==> config.mk <==
export PLATFORM = sky130hd
export DESIGN_NAME = pc_unit
export DESIGN_NICKNAME = d
export VERILOG_FILES = /design/src/rtl/cpu_pkg.sv /design/src/rtl/pc_ras.sv /design/src/rtl/pc_unit.sv
export SDC_FILE = /design/constraint.sdc
export NUM_CORES = 1
export LEC_CHECK = 0
export CAP_MARGIN = 20
export CORE_MARGIN = 5
export CORE_UTILIZATION = 30
export CTS_CLUSTER_SIZE = 14
export DETAILED_ROUTE_END_ITERATION = 16
export GPL_ROUTABILITY_DRIVEN = 1
export HOLD_SLACK_MARGIN = 0.1
export PLACE_DENSITY = 0.56
export REMOVE_ABC_BUFFERS = 1
export SETUP_SLACK_MARGIN = 0.02
export SLEW_MARGIN = 20
export SYNTH_ARGS = -nofsm -noshare
export SYNTH_HDL_FRONTEND = slang
export SYNTH_SLANG_ARGS = --single-unit
==> constraint.sdc <==
create_clock -name clock -period 7.9 [get_ports clock]
set_input_delay 0.79 -clock clock [delete_from_list [all_inputs] [get_ports clock]]
set_output_delay 0.79 -clock clock [all_outputs]
set_load 0.005 [all_outputs]
==> src/rtl/cpu_pkg.sv <==
// Shared CPU definitions: program-counter operation encodings and PC defaults.
package cpu_pkg;

  localparam int unsigned PC_OP_W = 3;
  typedef logic [PC_OP_W-1:0] pc_op_t;

  localparam pc_op_t PC_HOLD   = 3'd0;
  localparam pc_op_t PC_INC    = 3'd1;
  localparam pc_op_t PC_LOAD   = 3'd2;
  localparam pc_op_t PC_BRANCH = 3'd3;
  localparam pc_op_t PC_CALL   = 3'd4;
  localparam pc_op_t PC_RET    = 3'd5;

  localparam int unsigned DEF_WIDTH     = 32;
  localparam int unsigned DEF_STEP      = 4;
  localparam int unsigned DEF_RAS_DEPTH = 4;
  localparam logic [DEF_WIDTH-1:0] DEF_RESET_VECTOR = '0;

endpackage

==> src/rtl/pc_ras.sv <==
// Circular return-address stack with occupancy count and sticky
// overflow/underflow detection.
module pc_ras #(
  parameter int unsigned WIDTH     = 32,
  parameter int unsigned RAS_DEPTH = 4
) (
  input  logic             clock,
  input  logic             clear,
  input  logic             push,
  input  logic             pop,
  input  logic             flags_clr,
  input  logic [WIDTH-1:0] push_data,
  output logic [WIDTH-1:0] top_data,
  output logic             empty,
  output logic             full,
  output logic             overflow,
  output logic             underflow
);

  localparam int unsigned PTR_W = $clog2(RAS_DEPTH);
  localparam int unsigned CNT_W = $clog2(RAS_DEPTH + 1);

  logic [WIDTH-1:0] mem [RAS_DEPTH];
  logic [PTR_W-1:0] ptr;
  logic [CNT_W-1:0] count;

  // ptr is the next write slot; once full it also points at the oldest entry
  assign empty    = (count == '0);
  assign full     = (count == CNT_W'(RAS_DEPTH));
  assign top_data = mem[ptr - PTR_W'(1)];

  always_ff @(posedge clock or negedge clear) begin
    if (!clear) begin
      ptr       <= '0;
      count     <= '0;
      overflow  <= 1'b0;
      underflow <= 1'b0;
    end else begin
      // a set later in this block overrides the clear
      if (flags_clr) begin
        overflow  <= 1'b0;
        underflow <= 1'b0;
      end
      if (push) begin
        ptr <= ptr + PTR_W'(1);
        if (full) overflow <= 1'b1;
        else      count    <= count + CNT_W'(1);
      end else if (pop) begin
        if (empty) begin
          underflow <= 1'b1;
        end else begin
          ptr   <= ptr - PTR_W'(1);
          count <= count - CNT_W'(1);
        end
      end
    end
  end

  // Storage carries no reset; contents are meaningless until pushed
  always_ff @(posedge clock) begin
    if (push) mem[ptr] <= push_data;
  end

endmodule

==> src/rtl/pc_unit.sv <==
// Program-counter unit: PC register, op decode and next-PC selection,
// with call/return handled through an internal return-address stack.
module pc_unit
  import cpu_pkg::*;
#(
  parameter int unsigned     WIDTH        = DEF_WIDTH,
  parameter logic [WIDTH-1:0] RESET_VECTOR = WIDTH'(DEF_RESET_VECTOR),
  parameter int unsigned     STEP         = DEF_STEP,
  parameter int unsigned     RAS_DEPTH    = DEF_RAS_DEPTH
) (
  input  logic             clock,
  input  logic             clear,
  input  logic             enable,
  input  logic [2:0]       pc_op,
  input  logic [WIDTH-1:0] instruct_PC,
  input  logic [WIDTH-1:0] offset,
  input  logic             flags_clr,
  output logic [WIDTH-1:0] PC,
  output logic             ras_empty,
  output logic             ras_full,
  output logic             ras_overflow,
  output logic             ras_underflow
);

  logic [WIDTH-1:0] pc_next;
  logic [WIDTH-1:0] pc_seq;
  logic [WIDTH-1:0] ras_top;
  logic             ras_push;
  logic             ras_pop;

  assign pc_seq = PC + WIDTH'(STEP);

  // Next-PC select; a stalled cycle leaves PC and the stack untouched
  always_comb begin
    pc_next  = PC;
    ras_push = 1'b0;
    ras_pop  = 1'b0;
    if (enable) begin
      case (pc_op)
        PC_INC:    pc_next = pc_seq;
        PC_LOAD:   pc_next = instruct_PC;
        PC_BRANCH: pc_next = PC + offset;
        PC_CALL: begin
          ras_push = 1'b1;
          pc_next  = instruct_PC;
        end
        PC_RET: begin
          ras_pop = 1'b1;
          pc_next = ras_empty ? pc_seq : ras_top;
        end
        default:   pc_next = PC;
      endcase
    end
  end

  always_ff @(posedge clock or negedge clear) begin
    if (!clear) PC <= RESET_VECTOR;
    else        PC <= pc_next;
  end

  pc_ras #(
    .WIDTH     (WIDTH),
    .RAS_DEPTH (RAS_DEPTH)
  ) u_ras (
    .clock     (clock),
    .clear     (clear),
    .push      (ras_push),
    .pop       (ras_pop),
    .flags_clr (flags_clr),
    .push_data (pc_seq),
    .top_data  (ras_top),
    .empty     (ras_empty),
    .full      (ras_full),
    .overflow  (ras_overflow),
    .underflow (ras_underflow)
  );

endmodule

Word level (Yosys, flattened, before mapping) --
Memories as Yosys holds them, arrays and structs flattened. Cells that the tools add are included.
Storage, ports and cells: logic and storage cells 49, input bits 71, output and inout port bits 36, memories kept 1, flip-flop bits (word level) 39, RAM bits 128
Cells by class: reduce and logical (&&, ||, !) cells 7, equality and inequality tests 8, multiplexer cells 22, add/subtract/negate cells 6
Memories:
- u_ras.mem | words 4, width 32, read ports 1, clocked after memory_dff 0, wr ports 1, line pc_ras.sv:23 | logic [WIDTH-1:0] mem [RAS_DEPTH];
Operators with widths (count):
- $pmux W32 S4 | 1
- $add A32 B3 Y32 const B | 1
- $add A32 B32 Y32 | 1
- $mux W32 | 1
- $mux W1 | 13
- $mux W3 | 4
- $eq A3 B3 Y1 const B | 3
- $eq A3 B2 Y1 const B | 2
- $mux W2 | 3
- $reduce_and A2 Y1 | 2
- $reduce_bool A4 Y1 | 1
- $add A3 B1 Y3 const B | 1
- $eq A3 B1 Y1 const B | 1
- $logic_not A3 Y1 | 1
- $reduce_and A3 Y1 | 1
- $sub A3 B1 Y3 const B | 1
- $add A2 B1 Y2 const B | 1
- $ne A2 B1 Y1 const B | 1
- $ne A2 B2 Y1 const B | 1
- $reduce_bool A2 Y1 | 1
- $reduce_or A2 Y1 | 1
- $sub A2 B1 Y2 const B | 1

Logic depth before layout (Yosys ltp) --
word-level depth 5, mapped depth 12, mapped depth without buffers 12

Cells and area by module --
Synthesis repeated with hierarchy kept, for this count alone.
Second synthesis, totals: cells, all modules 751, area, all modules 9243.9 µm²
By module, submodules not included:
- pc_ras | cells each 216, area each 5126.2 µm², sequential area each 4018.9 µm², instances 1
- pc_unit | cells each 535, area each 4117.7 µm², sequential area each 800.8 µm², instances 1

Worst setup path after synthesis --
Ideal clock, no wire load.
path type reg-to-reg, start register u_ras.ptr[0], end register PC[13], arrival 3160 ps, buffers on the path 6, cell stages (with the launch flop) 12, required time 7766 ps, setup time 134 ps, setup slack 4607 ps, clock period less this slack 3293 ps, cells stage by stage dfrtp_1 > buf_2 > buf_2 > buf_2 > inv_1 > ha_1 > clkbuf_1 > clkbuf_1 > clkbuf_1 > mux4_2 > a221oi_1 > a31oi_1
Between the ends: word-level cells in the longest chain between the ends 4
RTL lines:
- start, declared | line pc_ras.sv:24 | logic [PTR_W-1:0] ptr;
- start signal, assigned | line pc_ras.sv:45 | ptr <= ptr + PTR_W'(1);
- start signal, assigned | line pc_ras.sv:52 | ptr <= ptr - PTR_W'(1);
- $sub A2 B1 Y2 | line pc_ras.sv:30 | assign top_data = mem[ptr - PTR_W'(1)];
- $mem_v2 Z4 W32
- $mux W32 | line pc_unit.sv:49 | pc_next = ras_empty ? pc_seq : ras_top;
- $pmux W32 S4 | line pc_unit.sv:39 | case (pc_op)
- end signal, assigned | line pc_unit.sv:58 | else PC <= pc_next;
- end, declared | line pc_unit.sv:18 | output logic [WIDTH-1:0] PC,
No other way between the ends. A chain may end at the register's enable or synchronous reset.

Worst setup path in the final report --
start input port offset[0], end register PC[26]
Between the ends: word-level cells in the longest chain between the ends 2
RTL lines:
- start, declared | line pc_unit.sv:16 | input logic [WIDTH-1:0] offset,
- $add A32 B32 Y32 | line pc_unit.sv:42 | PC_BRANCH: pc_next = PC + offset;
- $pmux W32 S4 | line pc_unit.sv:39
No other way between the ends.

==> results.txt <==
The first detailed-routing pass took 5 iterations. For the initial antenna violation count, the log shows 0. The logs give 0 for the max-slew violation total from the final report and 3.80 ns for the data arrival time of the worst path.

The required arrival time at the worst endpoint is 8.21 ns, and the number of buffers inserted for hold repair after clock tree synthesis is 0. In this run the static leakage power is 4.09 nW. Timing would allow up to 286 MHz. After synthesis the netlist holds a flip-flop and latch count of 167.

The die footprint was 34,400 µm²; the final setup violation count was 0. The worst supply voltage drop on vdd came out at 0.167 mV. Summed over all instances, the cell type with the most area after synthesis is sky130_fd_sc_hd__edfxtp_1. Clock-pin slew was measured on the worst setup and hold paths at 0.06 ns.

CTS placed an instance of sky130_fd_sc_hd__clkbuf_16 at the clock tree root. The initial utilization of the core area, before any placement, comes to 30.3%. The layout cell share with drive strength beyond 1 was 10.7%; the slew at the pin with the worst max-slew slack was 1.05 ns.

The most used flip-flop cell after synthesis is sky130_fd_sc_hd__edfxtp_1. The worst setup path is launched from an input pin. The tools report the number of primary I/O pins as 107.

The y dimension of the die was 186 µm. By startpoint and endpoint, the worst setup path is classified as input pin to register. The number of instances resized during post-cts repair is 0, and the overall routing resource usage is 15.6%. In this run, the clock network consumes 25.8% of the power.

The finished cells cover 11,400 µm². The routed design could run at a clock period as short as 3.49 ns. The sum of negative setup slack is 0 ns.

The tools report the number of DRC markers after the initial detailed-route iteration as 400. H-tree depth: 4. Dividing the final minimum period by the clock period gives 44.2%. Leaving out filler cells and counting taps, the final layout contains 1,280.

The final hold violation count is 0, and the vias after detailed routing is 6,770. The run gives 2.39 mW as the cell-internal power. The post-route core utilization is 37.4%.

During synthesis, Yosys emitted a total of 0 warnings. The first-pass GRT wire length came out at 40,600 µm. For this design the ratio of total power to cell area is 321 nW/µm². After global routing the overflow that remains totals 0.

The logs give 0 for the number of remaining DRC errors and 40.1% for the share of total power in combinational logic. At the end of routability-driven placement, the weighted congestion stood at 0.815. Of the synthesized area, sequential elements account for 52.2%. Across the run, the number of max-cap violations was 0. The run gives 1,248 as the total placed cells including tap cells.

Setup repair after global routing left no endpoint under its margin. TritonCTS built the clock tree. STA classifies the critical path endpoint as a register. Fraction of power spent switching nets: 34.7%.

A synthesized cell averages 11.9 µm². For the number of unique standard cell types used by synthesis, the log shows 65. For this design, the sink count on the clock tree is 167. After technology mapping, the gate count stands at 774.

The number of setup buffers added after CTS was 0; the filler cell count in the final layout was 2,945. Counting along the longest clock path gives a buffer depth of 2. For the number of CTS-inserted buffers, the log shows 17. The flow ran to the end, and the final reports show no timing, DRC or antenna violations. For this block, the routed nets add up to 26,800 µm of wire.

After floorplanning, the core was divided into 64 placement rows. The via-per-instance ratio was 5.29; the max-slew headroom at the worst pin was 30.0%. The routed wire length per instance works out to 20.9 µm. The HPWL after detailed placement is 18,200 µm. The post-synthesis instance area is 9240 µm², and the die extent in x is 186 µm. The tools report the via count of the first global-routing pass as 6,845. By area the synthesized netlist is led by sky130_fd_sc_hd__edfxtp_1, sky130_fd_sc_hd__dfrtp_1, sky130_fd_sc_hd__mux4_2. The later-pin clock latency in the skew report came out at 0.43 ns. By count the netlist is led by sky130_fd_sc_hd__edfxtp_1, sky130_fd_sc_hd__nand2_1, sky130_fd_sc_hd__a21oi_1.

The area share of the largest cell type after synthesis was 41.6%. The share of synthesized flip-flops with an asynchronous set or reset was 23.4%; the sequential share of power was 34.1%. The most common cell in the synthesized netlist is sky130_fd_sc_hd__edfxtp_1.

Of all nets on the critical path, the largest fanout is 6. The area added between synthesis and finish works out to 23.3%. The clock skew after layout was 0.0131 ns; the count of flip-flops with a built-in enable after synthesis was 128. The run gives 3.66 mW as the total design power. Buffers placed on the I/O ports in this run total 106. The remaining number of nets flagged by the antenna check after routing is 0. In this run the worst hold path is classified as input pin to async pin. The number of antenna diodes in the final layout is 0.

The region available for standard cell placement spans 30,500 µm². In this run the cell area measured after placement is 10,700 µm². The analysis attributes to net switching a power of 1.27 mW. The net count of the finished layout is 980. Entering global routing, the biggest net connects 40 pins.
worst paths after layout:
path / slack, ns / from / endpoint / cells after the start
setup / recovery: 4.41 / offset[0] / PC[26] / 13
hold / removal: 0.47 / clear / PC[27] / 2
setup reg to reg: 4.72 / PC[0] / PC[26] / 12
hold reg to reg: 0.51 / u_ras.count[2] / u_ras.count[2] / 1
max in group asynchronous: 6.99 / clear / u_ras.ptr[0] / 2
min in group clock: 0.51 / u_ras.count[2] / u_ras.count[2] / 1
placed cells by master, fill, tap and decap left out, types with 6 or more instances in the layout:
cell / n
sky130_fd_sc_hd__nand2_1: 53
sky130_fd_sc_hd__buf_4: 14
sky130_fd_sc_hd__and2_1: 6
sky130_fd_sc_hd__dfrtp_1: 38
sky130_fd_sc_hd__a21oi_1: 50
sky130_fd_sc_hd__o211ai_1: 9
sky130_fd_sc_hd__a31oi_1: 9
sky130_fd_sc_hd__nand3_1: 29
sky130_fd_sc_hd__nor3_1: 14
sky130_fd_sc_hd__bufinv_16: 6
sky130_fd_sc_hd__a21o_1: 21
sky130_fd_sc_hd__nor2_1: 43
sky130_fd_sc_hd__inv_1: 32
sky130_fd_sc_hd__a221o_1: 9
sky130_fd_sc_hd__a2bb2oi_1: 7
sky130_fd_sc_hd__ha_1: 36
sky130_fd_sc_hd__o21ai_0: 31
sky130_fd_sc_hd__xor2_1: 15
sky130_fd_sc_hd__edfxtp_1: 128
sky130_fd_sc_hd__clkdlybuf4s50_1: 105
sky130_fd_sc_hd__xnor2_1: 39
sky130_fd_sc_hd__mux4_2: 32
sky130_fd_sc_hd__and3_1: 11
sky130_fd_sc_hd__nor2b_1: 11
sky130_fd_sc_hd__nand4_1: 8
sky130_fd_sc_hd__a221oi_1: 22
sky130_fd_sc_hd__clkbuf_16: 17
critical path, stage by stage:
cell and delay [ns]:
sky130_fd_sc_hd__clkdlybuf4s50_1 0.46, sky130_fd_sc_hd__ha_1 0.18, sky130_fd_sc_hd__inv_1 0.06, sky130_fd_sc_hd__fa_1 0.37
sky130_fd_sc_hd__nor2b_1 0.20, sky130_fd_sc_hd__o211ai_1 0.16, sky130_fd_sc_hd__a31oi_1 0.39, sky130_fd_sc_hd__a41o_2 0.37
sky130_fd_sc_hd__a211o_1 0.15, sky130_fd_sc_hd__a41o_1 0.23, sky130_fd_sc_hd__xor2_1 0.09, sky130_fd_sc_hd__a221oi_1 0.26
sky130_fd_sc_hd__nor2_1 0.06
cell type report:
cell class	count	area, µm²	share of cell area (%)
Sequential cell	167	4820	42.3
Multi-Input combinational cell	533	4140	36.3
Timing Repair Buffer	120	1160	10.2
Tap cell	396	495	4.35
Clock buffer	20	437	3.83
Clock inverter	12	226	1.99
Inverter	32	120	1.05
cell families (layout without fill, tap and decap cells):
group,after synthesis,count (layout),synth area share [%]
DFF,167,167,52.2
xor gates and xnor gates,54,54,5.12
buffers and inverters,74,184,3.17
AOI/OAI and AO/OA,207,207,15.7
adders and majority gates,38,38,5.31
and+or+nand+nor,198,198,10.3
muxes,36,36,8.25
flip-flops by register name, indices dropped and copies added, names as in the netlist:
register and cells:
PC 32, u_ras.count 3, u_ras.ptr 2, u_ras.underflow 1, u_ras.overflow 1, u_ras.mem 128
routing by layer:
layer	GRT usage, %	part of all wire (%)	wire [µm]
met5	0	0	0
met4	3.26	1.3	356
met3	3.05	5.4	1440
met1	22.4	47	12700
met2	24.7	46	12300
power groups by stage:
stage	Sequential [mW]	Combinational [mW]	Clock, mW
4_1_cts	1.25	1.48	0.954
3_3_place_gp	1.26	1.46	0
3_5_place_dp	1.26	1.47	0
6_report	1.25	1.47	0.941
5_1_grt	1.26	1.62	1.00
2_1_floorplan	1.26	0.952	0
per-stage QoR:
step	setup slack [ns]	hold slack, ns
floorplan	4.01	0.464
global placement	3.97	0.488
detailed placement	3.94	0.509
CTS	4.39	0.486
global route	4.13	0.515
finish	4.41	0.469
Note: power is estimated with default switching activity, not from simulation.
